`config.mk`:
```
export PLATFORM = sky130hd
export DESIGN_NAME = pipe_ctrl
export DESIGN_NICKNAME = d
export VERILOG_FILES = /design/src/rtl/pipe_ctrl.sv
export SDC_FILE = /design/constraint.sdc
export NUM_CORES = 1
export LEC_CHECK = 0
export BUFFER_PORTS_ARGS = -buffer_cell sky130_fd_sc_hd__buf_2
export CORE_UTILIZATION = 34
export CTS_CLUSTER_DIAMETER = 40
export DETAILED_ROUTE_END_ITERATION = 6
export PLACE_DENSITY = 0.62
export SLEW_MARGIN = 20
export SYNTH_ARGS = -nofsm -noshare
export SYNTH_HDL_FRONTEND = slang
export SYNTH_SLANG_ARGS = --single-unit
export TNS_END_PERCENT = 10
```
`constraint.sdc`:
```
create_clock -name clk -period 5.2 [get_ports clk]
set_input_delay 0.52 -clock clk [delete_from_list [all_inputs] [get_ports clk]]
set_output_delay 0.52 -clock clk [all_outputs]
set_load 0.01 [all_outputs]
```
`src/rtl/pipe_ctrl.sv`:
```
// Stall/flush controller for the 5-stage MIPS pipeline: load-use interlock,
// multi-cycle EX sequencing (DIV/DIVU), pipeline flush and a stall counter.
module pipe_ctrl #(
  parameter int MC_CYCLES = 34,
  parameter int MC_CNT_W  = 6
) (
  input  logic        clk,
  input  logic        rst,
  input  logic        id_reg1_read_i,
  input  logic [4:0]  id_reg1_addr_i,
  input  logic        id_reg2_read_i,
  input  logic [4:0]  id_reg2_addr_i,
  input  logic        ex_is_load_i,
  input  logic        ex_wreg_i,
  input  logic [4:0]  ex_waddr_i,
  input  logic        ex_mc_req_i,
  input  logic        flush_i,
  output logic [5:0]  stall_o,
  output logic        flush_o,
  output logic        mc_start_o,
  output logic        mc_busy_o,
  output logic        mc_done_o,
  output logic [31:0] stall_cnt_o
);

  typedef enum logic [1:0] {IDLE, RUN, DONE} state_t;

  localparam logic [MC_CNT_W-1:0] CNT_LOAD = MC_CNT_W'(MC_CYCLES - 1);
  localparam logic [5:0] LU_STALL = 6'b000111;
  localparam logic [5:0] MC_STALL = 6'b001111;

  state_t              state;
  logic [MC_CNT_W-1:0] cnt;
  logic                load_use_hit;
  logic                mc_stall;

  // Register $0 is hard-wired to zero, so a load targeting it never creates a hazard.
  assign load_use_hit = ex_is_load_i & ex_wreg_i & (ex_waddr_i != 5'd0) &
                        ((id_reg1_read_i & (id_reg1_addr_i == ex_waddr_i)) |
                         (id_reg2_read_i & (id_reg2_addr_i == ex_waddr_i)));

  // NOTE: every always_comb output gets a default first so no path infers a latch.
  always_comb begin
    stall_o    = '0;
    flush_o    = 1'b0;
    mc_start_o = 1'b0;
    mc_busy_o  = 1'b0;
    mc_done_o  = 1'b0;
    mc_stall   = 1'b0;
    if (!rst) begin
      mc_busy_o = (state != IDLE);
      if (flush_i) begin
        flush_o = 1'b1;
      end else begin
        unique case (state)
          IDLE: begin
            mc_start_o = ex_mc_req_i;
            mc_stall   = ex_mc_req_i;
          end
          RUN:     mc_stall  = 1'b1;
          DONE:    mc_done_o = 1'b1;
          default: mc_stall  = 1'b0;
        endcase
        stall_o = (load_use_hit ? LU_STALL : 6'b0) | (mc_stall ? MC_STALL : 6'b0);
      end
    end
  end

  // NOTE: sequential state uses non-blocking assignments only, so every register
  // samples the pre-edge values regardless of statement order.
  always_ff @(posedge clk) begin
    if (rst) begin
      state       <= IDLE;
      cnt         <= '0;
      stall_cnt_o <= '0;
    end else begin
      if (stall_o[2] && (stall_cnt_o != 32'hFFFF_FFFF))
        stall_cnt_o <= stall_cnt_o + 32'd1;

      if (flush_i) begin
        state <= IDLE;
        cnt   <= '0;
      end else begin
        unique case (state)
          IDLE: begin
            if (ex_mc_req_i) begin
              state <= RUN;
              cnt   <= CNT_LOAD;
            end
          end
          RUN: begin
            if (cnt == '0) state <= DONE;
            else           cnt   <= cnt - MC_CNT_W'(1);
          end
          DONE:    state <= IDLE;
          default: state <= IDLE;
        endcase
      end
    end
  end

endmodule

```
Yosys cells after proc, flatten, opt, wreduce, memory -nomap -nowiden --
Cells that the tools add are included.
Storage, ports and cells: output and inout port bits 42, latch bits 0, bits in registers 40, ROM bits 0, RAM bits 0, word-level logic and storage cells 51, memories kept 0, input port bits 23
Cells by class: bitwise gates (word level) 7, div/mod/pow operators 0, equal/unequal tests 8, muxes and demuxes 22, multiply operators 0, magnitude comparators 0, reductions and logical operators 9, add/subtract/negate cells 2, shifts and indexed selects 0
Operators with widths (count):
- 32-bit by 1-bit adder with 32-bit output, second input constant | 1
- 32-bit inequality test, second input constant | 1
- 4-bit two-way mux | 3
- 6-bit two-way mux | 2
- 6-bit one-hot mux with 2 select lines | 1
- 1-bit two-way mux | 11
- 5-bit == test | 2
- 6-bit logical NOT | 1
- 2-bit inequality test, second input constant | 3
- 6-bit by 1-bit subtractor with 6-bit output, second input constant | 1
- 1-bit AND | 5
- 5-bit nonzero test | 1
- 2-bit two-way mux | 2
- 3-bit by 4-bit OR with 4-bit output | 1
- 2-bit one-hot mux with 2 select lines | 1
- 2-bit nonzero test | 2
- 3-bit two-way mux | 1
- 3-bit AND reduction | 1
- 2-bit by 1-bit == test with 1-bit output, second input constant | 1
- 2-bit == test, second input constant | 1
- 2-bit logical NOT | 1
- 1-bit one-hot mux with 2 select lines | 1
- 2-bit AND reduction | 1
- 2-bit OR reduction | 1
- 2 further kinds | 2

Logic depth before layout (Yosys ltp) --
depth after elaboration 9, depth in mapped cells 8

Worst setup path before layout --
OpenSTA, ideal clock, no wires.
path kind input-to-output, from input port ex_waddr_i[1], to output port stall_o[1], data arrival time 1.830 ns, setup slack 2.850 ns, stages on the path 6, cell sequence or4_1 > o2111a_1 > a21oi_2 > buf_4 > inv_2 > buf_4
Between the ends: cells in the longest elaborated chain, start to end 8, elaborated cells between the ends (all ways) 12, those cells by class eq/ne (2); mux (3); bitwise (6); reduce/logical (1)
RTL lines:
- from (decl) | line 15 | input logic [4:0] ex_waddr_i,
- 5-bit == test, on equally long branches | line 39, 40
- 1-bit AND, on equally long branches | line 39, 40
- 1-bit OR | line 39 | ((id_reg1_read_i & (id_reg1_addr_i == ex_waddr_i)) |
- 1-bit AND (*) | line 38 | assign load_use_hit = ex_is_load_i & ex_wreg_i & (ex_waddr_i != 5'd0) &
- 3-bit two-way mux (*) | line 64 | stall_o = (load_use_hit ? LU_STALL : 6'b0) | (mc_stall ? MC_STALL : 6'b0);
- 3-bit by 4-bit OR with 4-bit output (*) | line 64
- 4-bit two-way mux (*) | line 52 | if (flush_i) begin
- 4-bit two-way mux (*) | line 50 | if (!rst) begin
- to (decl) | line 18 | output logic [5:0] stall_o,
Mark *: on every way between the ends. The rest lies on a longest branch, timed or not.

Final worst setup path --
from input port rst, to output port stall_o[1]
Between the ends: cells in the longest elaborated chain, start to end 1
RTL lines:
- from (decl) | line 8 | input logic rst,
- 4-bit two-way mux | line 50
No other way between the ends.

==> results.py <==
metrics = {
    "flow_run": {
        "drv_cap": 0,
    },
    "floorplanning": {
        "top_level_ports": 65,
        "core_area_sq_um": 6420,
        "initial_core_util": 0.355,
        "dieArea_sq_um": 7040,
        "die_w_um": 83.9,
        "die_h_um": 83.9,
        "placementRows": 29,
    },
    "synthesis": {
        "post-synth-top-area-fraction": 0.351,
        "synth.largest_area_cell": "dfxtp_1",
        "synthTopCellsByArea": "dfxtp_1 35%, or4_1 6.6%, a21oi_1 6.1%",
        "synth-async-reset-ratio": 0,
        "synth_edf_count": 0,
        "yosys_register_bits": 40,
        "yosysWarnings": 0,
        "syn_avg_cell_area_sq_um": 8.15,
        "seq_area_frac_synth": 0.351,
        "ys_types": 47,
        "synth-main-ff-cell": "dfxtp_1",
        "synthesis.area_sq_um": 2280,
        "synth_cells": 280,
    },
    "clocking": {
        "clk_pin_slew_worst_paths_ns": 0.08,
        "cts_resized": 0,
        "post_cts_buffers": 0,
        "postCtsHoldBufs": 0,
        "cts_buffer_depth": 2,
        "root_buffer": "clkbuf_8",
        "numCtsBuffers": 5,
        "cts.sinks": 40,
        "cts_tree": "built",
        "clkLatencyLatePin_ns": 0.29,
        "h-tree-depth": 2,
    },
    "setup_path": {
        "path_max_fanout": 38,
        "rr_startpoint": "stall_cnt_o[0]",
        "cp.arrival_ns": 2.35,
        "critPathRequiredTime_ns": 4.68,
        "critPathLaunch": "rst",
        "critPathLaunchType": "primary input",
        "timing.rr.end": "stall_cnt_o[25]",
        "critPathCapture": "stall_o[1]",
        "critPathCaptureType": "output pin",
        "reg2reg_slack_ns": 2.89,
        "reg2regPathDepth": 7,
        "critPathKind": "primary input to output pin",
    },
    "sta": {
        "fin_skew_ns": 0.00597,
        "fmax_ghz": 0.349,
        "slew-limit-headroom": 0.547,
        "tns_ns": 0,
        "setup_viol": 0,
        "timing.final.crit_share": 0.551,
        "rsz0062_at_grt": "no",
        "final_max_slew_viol_count": 0,
        "finalHoldViolCount": 0,
        "min_period_ns": 2.87,
        "worstMarginPinSlew_ns": 0.679,
    },
    "grt": {
        "grt_pass1_wl_mm": 9.10,
        "grt_overflow": 0,
        "grt_usage": 0.157,
        "grt_max_degree": 39,
        "grt_pass1_vias": 2026,
        "antenna_found_initial": 0,
    },
    "routing": {
        "ant_nets": 0,
        "dr.pass1.iters": 7,
        "vias_per_cell": 5.47,
        "wire_per_inst_um": 13.1,
        "drc": 4,
        "dr.first_iter.drc_count": 121,
        "detailroute.via_count": 2238,
        "drt_wl_total_mm": 5.36,
    },
    "layout": {
        "area_growth_pct": 18.2,
        "mostFrequentLayoutCells": "62 x buf_2, 40 x dfxtp_1, 28 x a21oi_1, 21 x nor2_1, 20 x or4_1",
        "nets": 357,
        "design_area_sq_um": 2700,
        "antennaDiodeCount": 0,
        "layout_commonest_cell": "buf_2",
        "drive_above_1_share": 0.238,
    },
    "placed_design": {
        "gp_congestion": 0.805,
        "place_hpwl_mm": 3.87,
        "placed_cell_area_sq_um": 2590,
        "portBuffers": 62,
    },
    "power_and_ir_drop": {
        "ir_drop_v": 0.000141,
        "intPower_w": 0.000478,
        "p_comb_frac": 0.098,
        "p_sw_w": 0.000156,
        "switching_share": 0.246,
        "power_frac_seq": 0.494,
        "power_leakage_nw": 1.01,
        "p_per_area_nw_per_um2": 235,
        "power.share.clock": 0.408,
    },
    "run_status": {
        "status": "finished with violations",
        "violations": "design-rule violations",
    },
    "worst_hold_path": {
        "worstHoldPathCells": 2,
        "hold_class": "register to register",
    },
}
worst min-delay path by stage:
stage	startpoint	end
after floorplan	state[1]	state[1]
after global placement	stall_cnt_o[19]	stall_cnt_o[19]
after detailed placement	stall_cnt_o[19]	stall_cnt_o[19]
after CTS	stall_cnt_o[19]	stall_cnt_o[19]
after global routing	stall_cnt_o[19]	stall_cnt_o[19]
final	stall_cnt_o[1]	stall_cnt_o[1]
logic make-up (layout without fill, tap and decap cells):
kind of cell    count (synthesis)  after routing  share of synthesized area
xor+xnor                       14             14                     0.0537
buf+inv                        30             81                     0.0696
flops                          40             40                      0.351
mux                             4              4                     0.0197
fa+ha+maj                       3              3                     0.0164
compound gates                 66             66                      0.182
other cells                     1              2                    0.00164
simple gates                  122            122                      0.306
power by group through the flow:
stage,combinational (W),sequential (W),clock (W)
2_1_floorplan,0.0000468,0.000319,0
3_3_place_gp,0.0000618,0.000320,0
4_1_cts,0.0000626,0.000313,0.000264
6_report,0.0000621,0.000313,0.000258
5_1_grt,0.0000695,0.000314,0.000279
3_5_place_dp,0.0000625,0.000320,0
area by class of cell:
type,instances,area (sq um)
tap,77,96.3
fill,659,3720
inverter,10,37.5
multi-input combinational,211,1330
clock buffer,5,68.8
timing repair buffer,63,318
sequential,40,801
clock inverter,3,42.5
metal layers:
| layer | vias to the layer above | global-route usage | routed length [um] |
|---|---|---|---|
| li1 | 1143 | - | - |
| met4 | 0 | 0.0439 | 29 |
| met3 | 2 | 0.0386 | 242 |
| met2 | 56 | 0.265 | 2560 |
| met1 | 1037 | 0.197 | 2530 |
| met5 | - | 0 | 0 |
critical path: stages:
cell     delay, ns
buf_2         0.53
or2_0         0.39
nor2_1        0.16
a21oi_4       0.44
inv_2         0.13
buf_2         0.17
sequential cells by signal, indices dropped and copies added, names as in the netlist:
register / flops
stall_cnt_o: 32
cnt: 6
state: 2
metrics by stage:
stage	std cells	setup WS, ns	hold WS, ns	util	total power, W
6_report	409	2.33	0.507	0.420	0.000634
5_1_grt	409	2.16	0.524	0.420	0.000662
4_1_cts	409	2.36	0.506	0.420	0.000640
3_5_place_dp	401	2.20	0.494	0.403	0.000383
3_3_place_gp	401	2.28	0.493	0.403	0.000382
2_1_floorplan	281	2.85	0.464	-	0.000366
cells in the mapped netlist (2+ instances only):
cell type	number
a21oi_1	28
and4_1	3
buf_4	8
buf_6	2
clkbuf_1	9
dfxtp_1	40
ha_1	3
inv_1	9
mux2_1	4
nand2_1	19
nand3_1	10
nand4_1	15
nor2_1	21
nor2_2	2
nor2b_1	4
nor3_1	3
nor3b_1	3
nor4_1	5
o21ai_0	7
o311ai_0	2
o31ai_1	18
or2_0	2
or2_2	2
or3_1	7
or4_1	20
xnor2_1	12
xor2_1	2
No activity file was read; power rests on OpenSTA's default activity.
